[src/rtl/class_hvec_pkg.sv]
// Shared definitions for the class-vector ROM streamer: default sizes,
// address-width helpers and the stream FSM state type.
package class_hvec_pkg;

    localparam int DEF_DI_PARALLEL_W_BITS = 64;
    localparam int DEF_N_CLASSES          = 8;
    localparam int DEF_N_FRAMES           = 3;

    // Address width that never collapses to zero bits for a single entry.
    function automatic int clog2_min1(input int n);
        return (n > 1) ? $clog2(n) : 1;
    endfunction

    function automatic int calc_cid_w(input int n_classes);
        return clog2_min1(n_classes);
    endfunction

    function automatic int calc_fidx_w(input int n_frames);
        return clog2_min1(n_frames);
    endfunction

    typedef enum logic [1:0] {
        ST_IDLE,
        ST_RUN,
        ST_FLUSH
    } stream_state_t;

endpackage

[src/rtl/class_hvec_addr_cnt.sv]
// Nested class/frame address counter. The latched order flag picks which of the
// two counters is the inner one; the counters park on the final address.
module class_hvec_addr_cnt
    import class_hvec_pkg::*;
#(
    parameter int N_CLASSES = DEF_N_CLASSES,
    parameter int N_FRAMES  = DEF_N_FRAMES,
    localparam int CID_W    = calc_cid_w(N_CLASSES),
    localparam int FIDX_W   = calc_fidx_w(N_FRAMES)
) (
    input  logic              clk,
    input  logic              rst_n,
    input  logic              clear,
    input  logic              advance,
    input  logic              class_major,
    output logic [CID_W-1:0]  class_id,
    output logic [FIDX_W-1:0] frame_idx,
    output logic              last
);

    localparam logic [CID_W-1:0]  CLS_MAX = CID_W'(N_CLASSES - 1);
    localparam logic [FIDX_W-1:0] FRM_MAX = FIDX_W'(N_FRAMES - 1);

    logic major_q;
    logic cls_at_max;
    logic frm_at_max;

    assign cls_at_max = (class_id == CLS_MAX);
    assign frm_at_max = (frame_idx == FRM_MAX);
    assign last       = cls_at_max && frm_at_max;

    // NOTE: every register here uses <= so all counters update from the same
    // pre-edge values; blocking assignments would leak new values into this edge.
    always_ff @(posedge clk or negedge rst_n) begin
        if (!rst_n) begin
            class_id  <= '0;
            frame_idx <= '0;
            major_q   <= 1'b0;
        end else if (clear) begin
            class_id  <= '0;
            frame_idx <= '0;
            major_q   <= class_major;
        end else if (advance && !last) begin
            if (major_q) begin
                // Frame is the inner counter; it carries into the class.
                if (frm_at_max) begin
                    frame_idx <= '0;
                    class_id  <= class_id + 1'b1;
                end else begin
                    frame_idx <= frame_idx + 1'b1;
                end
            end else begin
                if (cls_at_max) begin
                    class_id  <= '0;
                    frame_idx <= frame_idx + 1'b1;
                end else begin
                    class_id  <= class_id + 1'b1;
                end
            end
        end
    end

endmodule

[src/rtl/class_hvec_streamer.sv]
// Reader side of the class-vector ROM: walks every (class, frame) address,
// registers each ROM slice and presents it on a valid/ready stream with tags.
module class_hvec_streamer
    import class_hvec_pkg::*;
#(
    parameter int DI_PARALLEL_W_BITS = DEF_DI_PARALLEL_W_BITS,
    parameter int N_CLASSES          = DEF_N_CLASSES,
    parameter int N_FRAMES           = DEF_N_FRAMES,
    localparam int CID_W             = calc_cid_w(N_CLASSES),
    localparam int FIDX_W            = calc_fidx_w(N_FRAMES)
) (
    input  logic                          clk,
    input  logic                          rst_n,
    input  logic                          start,
    input  logic                          abort,
    input  logic                          class_major,
    output logic [CID_W-1:0]              rom_frame_id,
    output logic [FIDX_W-1:0]             rom_frame_index,
    input  logic [DI_PARALLEL_W_BITS-1:0] rom_class_vec,
    output logic                          m_valid,
    input  logic                          m_ready,
    output logic [DI_PARALLEL_W_BITS-1:0] m_data,
    output logic [CID_W-1:0]              m_class_id,
    output logic [FIDX_W-1:0]             m_frame_idx,
    output logic                          m_last_frame,
    output logic                          m_last,
    output logic                          busy,
    output logic                          done
);

    localparam logic [FIDX_W-1:0] FRM_MAX = FIDX_W'(N_FRAMES - 1);

    stream_state_t     state;
    stream_state_t     next_state;
    logic              load;
    logic              clear;
    logic              drop;
    logic              final_accept;
    logic [CID_W-1:0]  addr_class;
    logic [FIDX_W-1:0] addr_frame;
    logic              addr_last;

    class_hvec_addr_cnt #(
        .N_CLASSES (N_CLASSES),
        .N_FRAMES  (N_FRAMES)
    ) u_addr_cnt (
        .clk         (clk),
        .rst_n       (rst_n),
        .clear       (clear),
        .advance     (load),
        .class_major (class_major),
        .class_id    (addr_class),
        .frame_idx   (addr_frame),
        .last        (addr_last)
    );

    assign rom_frame_id    = addr_class;
    assign rom_frame_index = addr_frame;
    assign busy            = (state != ST_IDLE);

    always_ff @(posedge clk or negedge rst_n) begin
        if (!rst_n) begin
            state <= ST_IDLE;
        end else begin
            state <= next_state;
        end
    end

    // NOTE: every output of this block gets a default before the case, so no
    // path leaves a signal unassigned and no latch can be inferred.
    always_comb begin
        next_state   = state;
        load         = 1'b0;
        clear        = 1'b0;
        drop         = 1'b0;
        final_accept = 1'b0;
        case (state)
            ST_IDLE: begin
                // Abort has priority over a simultaneous start.
                if (start && !abort) begin
                    clear      = 1'b1;
                    next_state = ST_RUN;
                end
            end
            ST_RUN: begin
                if (abort) begin
                    drop       = 1'b1;
                    next_state = ST_IDLE;
                end else if (!m_valid || m_ready) begin
                    load = 1'b1;
                    if (addr_last) begin
                        next_state = ST_FLUSH;
                    end
                end
            end
            ST_FLUSH: begin
                if (abort) begin
                    drop       = 1'b1;
                    next_state = ST_IDLE;
                end else if (m_valid && m_ready) begin
                    final_accept = 1'b1;
                    drop         = 1'b1;
                    next_state   = ST_IDLE;
                end
            end
            default: begin
                next_state = ST_IDLE;
            end
        endcase
    end

    // Output register: a new slice is captured only when the slot is empty or
    // being drained this cycle, so a stalled beat stays put.
    always_ff @(posedge clk or negedge rst_n) begin
        if (!rst_n) begin
            m_valid      <= 1'b0;
            m_data       <= '0;
            m_class_id   <= '0;
            m_frame_idx  <= '0;
            m_last_frame <= 1'b0;
            m_last       <= 1'b0;
            done         <= 1'b0;
        end else begin
            done <= final_accept;
            if (load) begin
                m_valid      <= 1'b1;
                m_data       <= rom_class_vec;
                m_class_id   <= addr_class;
                m_frame_idx  <= addr_frame;
                m_last_frame <= (addr_frame == FRM_MAX);
                m_last       <= addr_last;
            end else if (drop) begin
                m_valid <= 1'b0;
            end
        end
    end

endmodule

[config.mk]
export PLATFORM = sky130hd
export DESIGN_NAME = class_hvec_streamer
export DESIGN_NICKNAME = d
export VERILOG_FILES = /design/src/rtl/class_hvec_pkg.sv /design/src/rtl/class_hvec_addr_cnt.sv /design/src/rtl/class_hvec_streamer.sv
export SDC_FILE = /design/constraint.sdc
export NUM_CORES = 1
export LEC_CHECK = 0
export CORE_MARGIN = 4
export CORE_UTILIZATION = 37
export CTS_CLUSTER_SIZE = 24
export DETAILED_ROUTE_END_ITERATION = 8
export GPL_TIMING_DRIVEN = 0
export PLACE_DENSITY = 0.76
export SLEW_MARGIN = 10
export SYNTH_ARGS = -nofsm -noshare
export SYNTH_HDL_FRONTEND = slang
export SYNTH_SLANG_ARGS = --single-unit
[constraint.sdc]
create_clock -name clk -period 1.87 [get_ports clk]
set_input_delay 0.2805 -clock clk [delete_from_list [all_inputs] [get_ports clk]]
set_output_delay 0.2805 -clock clk [all_outputs]
set_load 0.1 [all_outputs]
==> reports/metrics.yaml <==
outcome: "complete, no violations"
setup_violations: 0
crit_path_end_kind: "output pin"
crit_fanout: 2
reg2reg_depth: 8
slew-limit-headroom: 0.356
grt_pass1_wl_mm: 14.1
cts_sinks: 81
startpoint_type: "register"
synthToLayoutAreaGrowth_pct: 54.7
max_freq_mhz: 540
synthCells: 358
antenna_found_initial: 0
initial_core_util: 0.388
grt_pass1_vias: 2910
drc: 0
drt_wl_total_mm: 9.04
clock_path_buffers: 2
final.setup_skew_ns: 0.00928
antenna_left: 0
cp_slowest_stage_delay_ns: 0.84
r2r-start: "state[1]"
num-nets-final: 597
ys_seq_area_frac: 0.624
cts_made_buffers: 9
synth-seq-cells: 81
critPathRequiredTime_ns: 1.59
grt_usage: 0.175
worstSetupPathType: "register to output pin"
pin_count: 149
die-area_sq_mm: 0.0103
cp.arrival_ns: 1.57
die_h_microns: 102
cts.clk_slew.worst_paths_ns: 0.09
dieWidth_microns: 102
r2r_slack_ns: 0.11
clk_latency_ns: 0.34
crit_chain: "clkdlybuf4s15_1"
report.final.slew_viol_count: 0
wl_per_cell_microns: 14.3
io_buffers: 148
hpwl_mm: 6.71
htree_levels: 3
n_antenna_cell: 0
final_cells: 632
period_share: 0.990
hp-class: "input port to asynchronous set/reset pin"
place.gp.congestion: 0.760
rows: 33
path_buf_inv: 1
cts_tree: "built"
cap_viol_max_count: 0
fill_cells: 742
crit_family: "buffers and inverters"
whs_ns: 0.439
synth_cell_types: 23
cts_root_buf: "clkbuf_8"
viasPerCell: 4.57
dp_cells: 612
drt-initial-drc-count: 73
layout-drive-gt1-share: 0.161
grt_max_degree: 46
synth.avg_cell_area_sq_um: 9.07
syn-num-nets: 433
max_slew.worst_pin.slew_ns: 0.970
netlist_area_sq_mm: 0.00325
rsz0062_at_grt: "no"
core_area_sq_mm: 0.00838
r2r_end: "m_data[49]"
via_count: 2886
drt-pass1-iter-count: 4
slowest_stage: "clkdlybuf4s15_1"
yosysWarnings: 0
grt_overflow: 0
period_needed_ns: 1.85
hold_violations: 0
-- routing by layer --
metal | track usage | up-vias | wire [microns]
met5 | 0 | - | 0
met4 | 0.0593 | 0 | 177
li1 | - | 1432 | -
met3 | 0.0544 | 19 | 793
met1 | 0.223 | 1321 | 3790
met2 | 0.285 | 114 | 4280
-- layout by cell type, fill, tap and decap left out, types with 6 or more instances in the layout --
master	instances
nand2_1	213
dfrtp_1	75
clkdlybuf4s50_1	68
clkbuf_2	35
clkdlybuf4s15_1	32
clkbuf_8	10
nor2_1	8
buf_2	7
o21ai_0	6
clkbuf_1	6
clkdlybuf4s15_2	6
-- flip-flops by register name (all words and copies together) (netlist names) --
name and flops:
u_addr_cnt.frame_idx 2, m_last 1, m_valid 1, state 2, m_data 64, m_frame_idx 2
u_addr_cnt.major_q 1, u_addr_cnt.class_id 3, m_class_id 3, m_last_frame 1, done 1
-- synthesized netlist by cell type --
| master | count | area, sq um |
|---|---|---|
| nand3b_1 | 1 | 7.51 |
| and2b_4 | 1 | 10.0 |
| o21ai_0 | 6 | 30.0 |
| a2111o_1 | 1 | 11.3 |
| nor3b_1 | 1 | 7.51 |
| nor2_1 | 9 | 33.8 |
| a32oi_1 | 1 | 8.76 |
| inv_1 | 5 | 18.8 |
| clkbuf_1 | 7 | 26.3 |
| and3b_1 | 1 | 8.76 |
| a2111oi_4 | 1 | 27.5 |
| a21boi_0 | 1 | 7.51 |
| mux2i_1 | 5 | 50.1 |
| nand2b_4 | 1 | 13.8 |
| nand2b_1 | 3 | 18.8 |
| ha_1 | 5 | 62.6 |
| buf_2 | 8 | 40.0 |
| or2_1 | 1 | 6.26 |
| nand2_1 | 213 | 800 |
| a21oi_1 | 4 | 20.0 |
| a211oi_1 | 1 | 7.51 |
| dfrtp_1 | 81 | 2030 |
| nor3_1 | 1 | 5.00 |
-- metrics by stage --
step / TNS, ns / area (sq um) / setup WS [ns] / utilization
CTS: 0 / 5090 / 0.0000636 / 0.608
floorplan: 0 / 3280 / 0.0187 / -
global route: 0 / 5020 / 0.000233 / 0.599
finish: 0 / 5020 / 0.0182 / 0.599
global placement: -209.60 / 4890 / -2.89 / 0.583
detailed placement: -20.63 / 4910 / -0.484 / 0.586
-- cell families (layout without fill, tap and decap cells) --
family / Yosys count / in the layout / synth area share
and+or+nand+nor: 232 / 232 / 0.280
DFF: 81 / 81 / 0.624
buffers and inverters: 20 / 189 / 0.0262
AOI/OAI and AO/OA: 15 / 15 / 0.0347
adders and majority gates: 5 / 5 / 0.0193
muxes: 5 / 5 / 0.0154
-- how the worst max path moves through the flow --
stage / startpoint / endpoint / cells after the start
3_3_place_gp: rst_n / u_addr_cnt.class_id[1] / 1
6_report: m_data[42] / m_data[42] / 1
3_5_place_dp: m_ready / m_data[0] / 7
4_1_cts: m_data[15] / m_data[15] / 1
2_1_floorplan: u_addr_cnt.class_id[1] / u_addr_cnt.class_id[2] / 6
5_1_grt: m_data[29] / m_data[29] / 1
-- final cells by class --
| type | count | area [sq um] | share of cell area |
|---|---|---|---|
| sequential | 81 | 2040 | 0.406 |
| timing repair buffer | 154 | 1370 | 0.273 |
| multi-input combinational | 257 | 1170 | 0.233 |
| clock buffer | 10 | 138 | 0.0274 |
| tap | 105 | 131 | 0.0262 |
| clock inverter | 6 | 91.3 | 0.0182 |
| buffer | 14 | 65.1 | 0.0130 |
| inverter | 5 | 18.8 | 0.00374 |
-- timing repair --
action / CTS / global route
hold buffers: 1 / 0
setup endpoints to repair: 148 / 79
buffers inserted: 0 / 4
resized for setup: 114 / 91
pin swaps: 0 / 0
endpoints found under the hold margin: 36 / 0
Power is left out: the tool's default activity adds up to more than one toggle a clock period on the data nets, which glitch-free logic cannot reach.
